**src/rtl/cic_ctrl_pkg.sv**
```systemverilog
// ---------------------------------------------------------------------------
// cic_ctrl_pkg
// Shared definitions for the CIC capture controller: controller state
// encoding, the smallest usable decimation ratio, and the width of the
// dropped-sample counter.
// ---------------------------------------------------------------------------
package cic_ctrl_pkg;

    typedef enum logic [2:0] {
        S_IDLE,
        S_CLEAR,
        S_SETTLE,
        S_RUN,
        S_DRAIN
    } state_t;

    // Ratios below this are clamped up; a ratio of 1 would dump every cycle,
    // which the comb section cannot follow.
    localparam int MIN_RATIO = 2;

    localparam int OVF_W = 8;

endpackage

```
**src/rtl/cic_ctrl_fifo.sv**
```systemverilog
// ---------------------------------------------------------------------------
// cic_ctrl_fifo
// Synchronous FIFO holding captured CIC samples for the downstream consumer.
// A push while full is accepted only if a pop happens in the same cycle.
// rdata is the head entry; it reads as zero while the FIFO is empty.
//
// Ports:
//   clk, rst_n   clock, asynchronous active-low reset
//   push, wdata  write request and data
//   pop          read request (ignored while empty)
//   rdata        head of FIFO
//   full, empty  occupancy flags
// ---------------------------------------------------------------------------
module cic_ctrl_fifo #(
    parameter int WIDTH = 32,
    parameter int DEPTH = 4
) (
    input  logic             clk,
    input  logic             rst_n,
    input  logic             push,
    input  logic [WIDTH-1:0] wdata,
    input  logic             pop,
    output logic [WIDTH-1:0] rdata,
    output logic             full,
    output logic             empty
);

    localparam int AW = $clog2(DEPTH);

    logic [WIDTH-1:0] mem [DEPTH];
    // One extra pointer bit tells full from empty when the indices match.
    logic [AW:0]      wr_ptr;
    logic [AW:0]      rd_ptr;
    logic             do_push;
    logic             do_pop;

    assign empty   = (wr_ptr == rd_ptr);
    assign full    = (wr_ptr[AW] != rd_ptr[AW]) &&
                     (wr_ptr[AW-1:0] == rd_ptr[AW-1:0]);
    assign do_pop  = pop && !empty;
    assign do_push = push && (!full || do_pop);

    // NOTE: the storage array is deliberately not reset; the pointers define
    // which entries are valid, so resetting the data would only add logic.
    always_ff @(posedge clk) begin
        if (do_push) begin
            mem[wr_ptr[AW-1:0]] <= wdata;
        end
    end

    always_ff @(posedge clk or negedge rst_n) begin
        if (!rst_n) begin
            wr_ptr <= '0;
            rd_ptr <= '0;
        end else begin
            if (do_push) wr_ptr <= wr_ptr + (AW+1)'(1);
            if (do_pop)  rd_ptr <= rd_ptr + (AW+1)'(1);
        end
    end

    assign rdata = empty ? '0 : mem[rd_ptr[AW-1:0]];

endmodule

```
**src/rtl/cic_capture_ctrl.sv**
```systemverilog
// ---------------------------------------------------------------------------
// cic_capture_ctrl
// Sequences the CIC decimation datapath: clears the filter, generates the
// dump strobe at a run-time ratio, discards the SETTLE settling outputs, then
// captures num_samples samples (0 = until stop) into an output FIFO with a
// valid/ready interface. Samples arriving while the FIFO is full are dropped
// and reported through a sticky overflow flag.
//
// Build option: define CIC_CTRL_OVF_COUNT_EN to implement the 8-bit
// saturating dropped-sample counter; otherwise ovf_count is tied to 0.
//
// Ports:
//   clk, rst_n    clock, asynchronous active-low reset
//   start, stop   one-cycle capture start / early-stop pulses
//   decim_ratio   decimation ratio, latched on an accepted start
//   num_samples   samples to deliver, latched on start (0 = continuous)
//   cic_clear     one-cycle clear to the CIC datapath
//   cic_dump      decimation strobe to the CIC comb section
//   cic_data      CIC output, valid the cycle after cic_dump
//   out_data, out_valid, out_ready   FIFO head with valid/ready handshake
//   busy, done    capture in progress / one-cycle completion pulse
//   overflow      sticky dropped-sample flag
//   ovf_count     saturating dropped-sample count
// ---------------------------------------------------------------------------
module cic_capture_ctrl
    import cic_ctrl_pkg::*;
#(
    parameter int WIDTH      = 32,
    parameter int DECIM_W    = 9,
    parameter int SETTLE     = 4,
    parameter int FIFO_DEPTH = 4
) (
    input  logic               clk,
    input  logic               rst_n,
    input  logic               start,
    input  logic               stop,
    input  logic [DECIM_W-1:0] decim_ratio,
    input  logic [15:0]        num_samples,
    output logic               cic_clear,
    output logic               cic_dump,
    input  logic [WIDTH-1:0]   cic_data,
    output logic [WIDTH-1:0]   out_data,
    output logic               out_valid,
    input  logic               out_ready,
    output logic               busy,
    output logic               done,
    output logic               overflow,
    output logic [OVF_W-1:0]   ovf_count
);

    state_t             state;
    state_t             state_nxt;
    logic [DECIM_W-1:0] ratio_q;
    logic [DECIM_W-1:0] dec_cnt;
    logic [15:0]        num_q;
    logic [15:0]        evt_cnt;
    logic               dump_q;
    logic               start_ok;
    logic               sample_evt;
    logic               last_settle;
    logic               last_sample;
    logic               fifo_push;
    logic               fifo_full;
    logic               fifo_empty;
    logic               drop;

    assign start_ok    = (state == S_IDLE) && start && !stop;
    // The CIC output is valid the cycle after a dump.
    assign sample_evt  = dump_q && (state == S_SETTLE || state == S_RUN);
    assign last_settle = sample_evt && (state == S_SETTLE) &&
                         (evt_cnt == 16'(SETTLE - 1));
    assign last_sample = sample_evt && (state == S_RUN) && (num_q != 16'd0) &&
                         (evt_cnt == num_q - 16'd1);

    // ---- state register ----------------------------------------------------
    // NOTE: clocked state uses non-blocking assignments so every register
    // samples the pre-edge values regardless of process ordering.
    always_ff @(posedge clk or negedge rst_n) begin
        if (!rst_n) state <= S_IDLE;
        else        state <= state_nxt;
    end

    // ---- next-state logic --------------------------------------------------
    always_comb begin
        state_nxt = state;
        case (state)
            S_IDLE:   if (start_ok) state_nxt = S_CLEAR;
            S_CLEAR:  state_nxt = stop ? S_DRAIN : S_SETTLE;
            S_SETTLE: begin
                if (stop)             state_nxt = S_DRAIN;
                else if (last_settle) state_nxt = S_RUN;
            end
            S_RUN:    if (stop || last_sample) state_nxt = S_DRAIN;
            S_DRAIN:  if (fifo_empty) state_nxt = S_IDLE;
            default:  state_nxt = S_IDLE;
        endcase
    end

    // ---- output logic ------------------------------------------------------
    // NOTE: every output gets a default before the case so no latch is
    // inferred for states that do not mention it.
    always_comb begin
        cic_clear = 1'b0;
        cic_dump  = 1'b0;
        busy      = 1'b0;
        done      = 1'b0;
        case (state)
            S_CLEAR: begin
                cic_clear = 1'b1;
                busy      = 1'b1;
            end
            S_SETTLE, S_RUN: begin
                busy     = 1'b1;
                cic_dump = (dec_cnt == ratio_q - DECIM_W'(1));
            end
            S_DRAIN: begin
                busy = 1'b1;
                done = fifo_empty;
            end
            default: ;
        endcase
    end

    // ---- datapath registers ------------------------------------------------
    always_ff @(posedge clk or negedge rst_n) begin
        if (!rst_n) begin
            ratio_q  <= DECIM_W'(MIN_RATIO);
            num_q    <= '0;
            dec_cnt  <= '0;
            evt_cnt  <= '0;
            dump_q   <= 1'b0;
            overflow <= 1'b0;
        end else begin
            dump_q <= cic_dump;
            if (start_ok) begin
                ratio_q  <= (decim_ratio < DECIM_W'(MIN_RATIO)) ?
                            DECIM_W'(MIN_RATIO) : decim_ratio;
                num_q    <= num_samples;
                overflow <= 1'b0;
            end else if (drop) begin
                overflow <= 1'b1;
            end
            // Decimation counter starts from 0 on entry to SETTLE.
            if (state == S_CLEAR) begin
                dec_cnt <= '0;
            end else if (state == S_SETTLE || state == S_RUN) begin
                dec_cnt <= cic_dump ? '0 : dec_cnt + DECIM_W'(1);
            end
            // One event counter serves both phases: discards, then captures.
            if (start_ok || last_settle) begin
                evt_cnt <= '0;
            end else if (sample_evt) begin
                evt_cnt <= evt_cnt + 16'd1;
            end
        end
    end

    // ---- output FIFO -------------------------------------------------------
    assign fifo_push = sample_evt && (state == S_RUN);
    // Full implies non-empty, so a ready consumer always frees a slot.
    assign drop      = fifo_push && fifo_full && !out_ready;
    assign out_valid = !fifo_empty;

    cic_ctrl_fifo #(
        .WIDTH (WIDTH),
        .DEPTH (FIFO_DEPTH)
    ) u_fifo (
        .clk   (clk),
        .rst_n (rst_n),
        .push  (fifo_push),
        .wdata (cic_data),
        .pop   (out_ready),
        .rdata (out_data),
        .full  (fifo_full),
        .empty (fifo_empty)
    );

`ifdef CIC_CTRL_OVF_COUNT_EN
    logic [OVF_W-1:0] ovf_cnt_q;

    always_ff @(posedge clk or negedge rst_n) begin
        if (!rst_n) begin
            ovf_cnt_q <= '0;
        end else if (start_ok) begin
            ovf_cnt_q <= '0;
        end else if (drop && (ovf_cnt_q != '1)) begin
            ovf_cnt_q <= ovf_cnt_q + OVF_W'(1);
        end
    end

    assign ovf_count = ovf_cnt_q;
`else
    assign ovf_count = '0;
`endif

endmodule
```
**config.mk**
```make
export PLATFORM = sky130hd
export DESIGN_NAME = cic_capture_ctrl
export DESIGN_NICKNAME = d
export VERILOG_FILES = /design/src/rtl/cic_ctrl_pkg.sv /design/src/rtl/cic_ctrl_fifo.sv /design/src/rtl/cic_capture_ctrl.sv
export SDC_FILE = /design/constraint.sdc
export NUM_CORES = 1
export LEC_CHECK = 0
export ABC_AREA = 1
export CORE_MARGIN = 1
export CORE_UTILIZATION = 38
export DETAILED_ROUTE_END_ITERATION = 16
export SLEW_MARGIN = 20
export SYNTH_ARGS = -nofsm -noshare
export SYNTH_HDL_FRONTEND = slang
export SYNTH_SLANG_ARGS = --single-unit
```
**constraint.sdc**
```tcl
create_clock -name clk -period 3.4 [get_ports clk]
set_input_delay 0.68 -clock clk [delete_from_list [all_inputs] [get_ports clk]]
set_output_delay 0.68 -clock clk [all_outputs]
set_load 0.1 [all_outputs]
```
* After elaboration in Yosys (flattened, before gate mapping)
Memories as Yosys holds them, arrays and structs flattened.
Cells that the tools add are included.
** Operators by class
- Add/sub/neg operators :: 6
- Order comparisons :: 1
- Equality and inequality tests :: 14
- Mux-type cells :: 22
- Reduce and logical (&&, ||, !) cells :: 29
** Operator list (number)
- 9-bit 2-to-1 mux :: 4
- 16-bit 2-to-1 mux :: 2
- 32-bit 2-to-1 mux :: 1
- 3-bit 2-to-1 mux :: 6
- 16-bit by 1-bit adder with 16-bit output, second input constant :: 1
- 16-bit equality test :: 1
- 16-bit by 2-bit equality test with 1-bit output, second input constant :: 1
- 16-bit nonzero test :: 1
- 16-bit by 1-bit subtractor with 16-bit output, second input constant :: 1
- 3-bit case mux with 5 select lines :: 1
- 1-bit logical AND :: 13
- 9-bit by 1-bit adder with 9-bit output, second input constant :: 1
- 9-bit equality test :: 1
- 9-bit by 2-bit less-than comparator with 1-bit output, second input constant :: 1
- 9-bit by 1-bit subtractor with 9-bit output, second input constant :: 1
- 1-bit 2-to-1 mux :: 8
- 3-bit by 1-bit adder with 3-bit output, second input constant :: 2
- 3-bit by 2-bit equality test with 1-bit output, second input constant :: 2
- 2-bit nonzero test :: 3
- 1-bit zero test :: 4
- 1-bit logical OR :: 4
- 2-bit inequality test, second input constant :: 2
- 4-bit AND reduction :: 1
- 4-bit OR reduction :: 1
- other kinds (9) :: 9
** Word-level totals
- Flip-flop bits (word level) :: 61
- Memory bits (writable) :: 128
- Bits of input ports :: 62
- Word-level logic and storage cells :: 82
- Memories :: 1
** Memory list
- u_fifo.mem :: words 4, bits a word 32, rd ports 1, clocked after Yosys merged registers in 0, wr ports 1, RTL line cic_ctrl_fifo.sv:30 : logic [WIDTH-1:0] mem [DEPTH];

* Longest topological paths before layout
Gate-level depths: netlist of run 1.
- Word-level depth :: 9
- Gate-level depth with buffers :: 16

* Cells and area by module
From an unflattened synthesis of run 1, not the netlist that was laid out.
** Second synthesis, totals
- Cells, all modules :: 986
- Area total of the unflattened synthesis :: 9208.8 um^2
** By module, submodules not included
- cic_ctrl_fifo :: times used 1, cells each 469, area each 5554.1 um^2
- cic_capture_ctrl :: times used 1, cells each 517, area each 3654.8 um^2

* Least setup slack after synthesis of run 1
No wires, ideal clock.
- Path type :: register -> output
- Start point :: reg u_fifo.rd_ptr[0]
- End point :: out done
- Arrival time :: 2.991 ns
- Setup slack :: -0.271 ns
- Cell stages (with the launch flop) :: 7
- Buffers on the path :: 2
- Cells stage by stage :: dfrtp_1 > buf_2 > nand2_1 > and3_1 > nand2_2 > buf_1 > nor2_1
** Between the ends
- Longest elaborated chain between the ends :: 2
** RTL lines
- start, declared :: RTL line cic_ctrl_fifo.sv:33 : logic [AW:0] rd_ptr;
- start signal, assigned :: RTL line cic_ctrl_fifo.sv:57 : if (do_pop) rd_ptr <= rd_ptr + (AW+1)'(1);
- 3-bit equality test :: RTL line cic_ctrl_fifo.sv:37 : assign empty = (wr_ptr == rd_ptr);
- 1-bit 2-to-1 mux :: RTL line cic_capture_ctrl.sv:107 : case (state)
- end, declared :: RTL line cic_capture_ctrl.sv:46 : output logic done,
No other way between the ends.

* Worst setup path in the final report of run 1
- Start point :: reg u_fifo.rd_ptr[0]
- End point :: out out_data[14]
** Between the ends
- Longest elaborated chain between the ends :: 2
** RTL lines
- memory 4 x 32 bit or 3-bit equality test (tied branches)
- 32-bit 2-to-1 mux (*) :: RTL line cic_ctrl_fifo.sv:61 : assign rdata = empty ? '0 : mem[rd_ptr[AW-1:0]];
- end, declared :: RTL line cic_capture_ctrl.sv:42 : output logic [WIDTH-1:0] out_data,
Mark *: on every way between the ends. The rest lies on a longest branch, timed or not.

==> flow_summary.toml, run 1 <==
[synth]
yosys.area.top_type_share_pct = 42.6
synthCells = 928
avgSynthCellArea_um2 = 9.72
synth-seq-cells = 189
yosysMostFrequentCell = "nand2_1"
async_reset_ff_share_pct = 32.3
synth_cell_type_count = 43
synth_commonest_cells = "nand2_1, edfxtp_1, nor2_1"
synth_edf_count = 128
ys_top_cells_by_area = "edfxtp_1, dfrtp_1, nand2_1"
ys_seq_area_share_pct = 59.5
yosysTopAreaCell = "edfxtp_1"
syn_area_um2 = 9020
synthFlopType = "edfxtp_1"
synth.yosys.warnings = 0

[setup_path]
cp-start-kind = "flop"
crit_type = "reg -> out"
slowest_stage = "buf_4"
path_cells = "clkinv_1, buf_4, o21ai_0, o22ai_1, nand2_1, inv_1, buf_12"
critPathRequiredTime_ns = 2.72
reg2regPathDepth = 6
crit_end = "out_data[14]"
r2r_start = "u_fifo.rd_ptr[1]"
regToRegEndpoint = "u_fifo.mem[1][15]"
cp-startpoint = "u_fifo.rd_ptr[0]"
crit_path_end_kind = "output port"
cp_data_arrival_time_ns = 2.41
cpPeakStageDelay_ns = 0.48
r2r_setup_slack_ns = 1.04
crit_fanout = 48

[finish]
syn_to_final_growth_pct = 26.3
layout.nets = 1097
fin_area_um2 = 11400
n_antenna_cell = 0
drive_gt1_share_pct = 13.1

[place]
gp_congestion = 0.801
place_area_um2 = 10800
dp_hpwl_mm = 12.9
io_buffer_count = 99

[clock_network]
numCtsBuffers = 17
clk_latency_ns = 0.44
cts_max_level = 4
root_buffer = "clkbuf_16"
max-clock-path-buffers = 2
holdBufCountCts = 0
cts_tree = "yes"
clock-sinks = 189
cts.repair.resized = 0
postCtsSetupRepairBufs = 0
clkSlewWorstSetupHoldPaths_ns = 0.08

[power_and_ir_drop]
p_per_area_nw_per_um2 = 1020
peakVddDrop_mv = 1.15
p_leak_nw = 4.71

[timing]
hold_viol = 0
fmax_mhz = 324
fin_crit_ns = 3.09
rsz0062_at_grt = "no"
finalCritPeriodShare_pct = 90.8
drv_slew = 0
relSlewSlack_pct = 55.3
max_slew.worst_pin.slew_ns = 0.670
setup_viol = 0
clock_skew_ns = 0.0190
tns_ns = 0
hold-worst-slack_ns = 0.221

[floorplanning]
die_area_um2 = 24400
core_region_area_um2 = 23400
die_h_um = 156
fp.dieW_um = 156
rows = 56
start_util_pct = 38.6
io-pin-count = 108

[detailed_routing]
via_per_inst = 4.78
drc = 0
postRouteAntennaNets = 0
wirelength_mm = 19.8
dr.pass1.iters = 5
drtIter0Drc = 447
wl_per_cell_um = 14.6
vias = 6488

[global_routing]
overflow = 0
grt_max_degree = 66
grt_antenna_before_repair = 0
grt_pass1_wl_mm = 32.0
grt_usage_pct = 16.9
first_global_vias = 6254

[flow_run]
cap_viol_max_count = 0

[run_status]
status = "finished, final reports clean"

[worst_hold_path]
min_path_type = "in -> async"
## through the flow
step | power [mW] | utilization (%) | setup slack (ns) | cells
after floorplan | 7.33 | - | 0.0314 | 935
after global placement | 9.51 | 46.0 | 0.723 | 1325
after detailed placement | 9.54 | 46.0 | 0.717 | 1325
after CTS | 11.7 | 48.7 | 0.265 | 1357
after global routing | 12.2 | 48.7 | 0.116 | 1357
final | 11.6 | 48.7 | 0.312 | 1357
## layer usage
layer,GRT usage [%],up-vias,wire (um)
li1,-,3269,-
met1,22.5,3062,9240
met2,28.2,141,9460
met3,3.56,16,944
met4,3.83,0,187
met5,0,-,0
## critical path, delay by kind of cell, from the launching register on
kind                   cells  cell delay (ns)
flip-flops                 1             0.41
buffers and inverters      4             1.03
AND/OR/NAND/NOR            1             0.10
AO/OA/AOI/OAI              2             0.40
## layout by cell type (no fill, tap or decap), drive strengths merged
cell type,instances
and3,1
dfrtp,60
or2,3
nand3b,5
buf,49
clkdlybuf4s50,60
nor4,4
o22ai,32
edfxtp,128
a22oi,1
conb,8
o21a,2
ha,10
clkbuf,17
nor2,132
o31ai,2
bufinv,1
nor4b,1
nor3,12
nand2,203
clkinv,6
o21ai,92
a31oi,1
xor2,23
dfstp,1
a21oi,16
nand3,35
inv,107
nand4,11
xnor2,15
## how the worst min path moves through the flow
stage                        to  cells after the start             start  slack (ns)
6_report               num_q[1]                      2             rst_n        0.22
5_1_grt                num_q[1]                      2             rst_n        0.23
4_1_cts                num_q[1]                      2             rst_n        0.25
3_5_place_dp   u_fifo.wr_ptr[2]                      1  u_fifo.wr_ptr[2]        0.48
3_3_place_gp   u_fifo.wr_ptr[2]                      1  u_fifo.wr_ptr[2]        0.48
2_1_floorplan        dec_cnt[0]                      0             rst_n        0.38
## power by group
group / total (mW) / switching [mW] / internal [mW]
registers: 2.92 / 0.260 / 2.66
logic: 6.54 / 4.42 / 2.12
clock network: 2.13 / 1.03 / 1.10
total: 11.6 / 5.71 / 5.87
## layout make-up
type / instances / area [um^2]
repair buffers: 109 / 1450
well taps: 319 / 399
multi-input cells: 609 / 3160
inverters: 99 / 373
flip-flops and latches: 189 / 5370
clock inverters: 15 / 215
clock buffers: 17 / 425
fillers: 2172 / 12000
## kinds of logic (layout without fill, tap and decap cells)
kind of cell | Yosys count | in the layout | synth area share (%)
other cells | 1 | 8 | 0.0416
xor+xnor | 38 | 38 | 3.69
flops | 189 | 189 | 59.5
simple gates | 407 | 407 | 20.2
fa+ha+maj | 10 | 10 | 1.39
compound gates | 146 | 146 | 9.03
buf+inv | 137 | 240 | 6.11
## flip-flops by register name (all words and copies together), names as in the netlist, 3 cells and up
name	flops
u_fifo.wr_ptr	3
ratio_q	9
u_fifo.mem	128
dec_cnt	9
u_fifo.rd_ptr	3
state	3
num_q	16
evt_cnt	16
Note: power is estimated with default switching activity, not from simulation.
==> inputs of run 2 (changes only) <==
--- a/config.mk
+++ b/config.mk
@@ -9,6 +9,7 @@
 export CORE_MARGIN = 1
 export CORE_UTILIZATION = 38
 export DETAILED_ROUTE_END_ITERATION = 16
+export DONT_BUFFER_PORTS = 1
 export SLEW_MARGIN = 20
 export SYNTH_ARGS = -nofsm -noshare
 export SYNTH_HDL_FRONTEND = slang
==> run 2 against run 1 <==
Net effect: via count shrank 2.5%; global-route usage grew 0.17 points; clock-buffer cell count is the same; critical path type unchanged; design area shrank 5.8%; clock power shrank 7%; highest routed layer unchanged.
==> flow_summary.toml, run 2 (same netlist as run 1, synthesis figures left out) <==
[timing]
rsz0062_at_grt = "no"
relSlewSlack_pct = 39.7
tns_ns = 0
finalCritPeriodShare_pct = 90.7
drv_slew = 0
hold_viol = 0
clock_skew_ns = 0.0159
hold-worst-slack_ns = 0.0874
setup_viol = 0
fmax_mhz = 324
fin_crit_ns = 3.08
max_slew.worst_pin.slew_ns = 0.903
worst_slack_ns = 0.316

[detailed_routing]
dr.pass1.iters = 4
via_per_inst = 4.88
drc = 0
wl_per_cell_um = 15.2
postRouteAntennaNets = 0
vias = 6329
wirelength_mm = 19.7
drtIter0Drc = 412

[global_routing]
grt_usage_pct = 17.1
grt_pass1_wl_mm = 32.2
grt_max_degree = 66
overflow = 0
grt_antenna_before_repair = 0
first_global_vias = 6298

[floorplanning]
die_area_um2 = 24400
rows = 56
start_util_pct = 38.6
die_h_um = 156
core_region_area_um2 = 23400
fp.dieW_um = 156
io-pin-count = 108

[power_and_ir_drop]
intPower_mw = 5.69
p_per_area_nw_per_um2 = 1050
clock_power_share_pct = 17.5
p_sw_mw = 5.62
switching_share_pct = 49.7
p_seq_share_pct = 26.1
peakVddDrop_mv = 1.05
p_leak_nw = 4.44
combPwrFrac_pct = 56.4

[place]
placed_cells = 1263
io_buffer_count = 0
gp_congestion = 0.842
place_worst_setup_slack_ns = 0.764
dp_hpwl_mm = 12.9

[clock_network]
clk_latency_ns = 0.44
numCtsBuffers = 17
postCtsSetupRepairBufs = 0
clock-sinks = 189
max-clock-path-buffers = 2
clkSlewWorstSetupHoldPaths_ns = 0.08
cts_tree = "yes"
cts_max_level = 4
root_buffer = "clkbuf_16"

[finish]
stdcell_count = 1296
nFillCells = 2203
layout.nets = 1036
drive_gt1_share_pct = 13.9
n_antenna_cell = 0
syn_to_final_growth_pct = 18.9
largest_reg_flops = 128
layout_commonest_cell = "nand2_1"
final_cell_mix = "nand2_1, edfxtp_1, nor2_1, inv_1, o21ai_0"

[worst_hold_path]
min_path_type = "in -> async"

[setup_path]
cp-start-kind = "flop"
crit_fanout = 4
crit_type = "reg -> out"
critPathRequiredTime_ns = 2.72
crit_path_end_kind = "output port"
cp_data_arrival_time_ns = 2.40

[run_status]
status = "finished, final reports clean"

[flow_run]
cap_viol_max_count = 0
==> run 2: changes by cell type in the layout (fill, tap and decap cells not counted), moves of 2 or more <==
cell / before / now
buf_12: 39 / 36
buf_4: 9 / 11
clkdlybuf4s50_1: 60 / 0
inv_8: 4 / 6
inv_12: 4 / 0
clkinv_4: 0 / 3
inv_6: 3 / 0
==> run 2: layer usage <==
layer / track usage, % / wire (um)
met1: 21.5 / 8690
met2: 29.1 / 9690
met3: 4.67 / 1130
met4: 4.11 / 156
met5: 0 / 0
==> run 2: worst max-delay path, stage by stage, from the launching register on <==
cell	delay, ns
dfrtp_1	0.40
inv_1	0.11
ha_1	0.19
nand2_1	0.10
nor3_2	0.14
nand2_1	0.08
or2_1	0.24
nand2_1	0.07
nand3_1	0.07
nor2_1	0.13
nand2_2	0.10
inv_1	0.07
buf_4	0.29
==> run 2: path summary, 6_finish.rpt <==
check | from | endpoint | depth (start not counted) | slack, ns
setup reg to reg | u_fifo.rd_ptr[1] | u_fifo.mem[1][27] | 6 | 1.06
min in group clk | cic_data[22] | u_fifo.mem[0][22] | 0 | 0.33
max in group asynchronous | rst_n | u_fifo.rd_ptr[0] | 1 | 3.00
hold / removal | rst_n | num_q[1] | 1 | 0.09
setup / recovery | ratio_q[0] | cic_dump | 12 | 0.32
hold reg to reg | u_fifo.wr_ptr[2] | u_fifo.wr_ptr[2] | 1 | 0.50
==> run 2: timing repair <==
| action | CTS | global route |
|---|---|---|
| resized for setup | 0 | 0 |
| hold endpoints to repair | 60 | 0 |
| hold buffers | 1 | 0 |
==> run 2: stage by stage <==
| stage | area [um^2] | power [mW] | util (%) |
|---|---|---|---|
| 6_report | 10700 | 11.3 | 45.9 |
| 3_3_place_gp | 10100 | 9.35 | 43.2 |
| 4_1_cts | 10700 | 11.4 | 45.9 |
| 2_1_floorplan | 9050 | 7.33 | - |
| 5_1_grt | 10700 | 11.9 | 45.9 |
| 3_5_place_dp | 10100 | 9.40 | 43.2 |
==> run 2: power by group through the flow <==
stage | registers [mW] | clock network (mW) | logic [mW]
after floorplan | 2.89 | 0 | 4.45
after global placement | 2.99 | 0 | 6.36
after detailed placement | 3.00 | 0 | 6.41
after CTS | 2.95 | 2.03 | 6.45
after global routing | 2.99 | 2.13 | 6.83
final | 2.95 | 1.98 | 6.38
==> run 2: cell type report <==
cell class	instances	area (um^2)	area share [%]
flip-flops and latches	189	5370	50.1
multi-input cells	609	3160	29.5
repair buffers	48	831	7.74
clock buffers	17	425	3.96
well taps	319	399	3.72
inverters	99	373	3.47
clock inverters	15	170	1.59
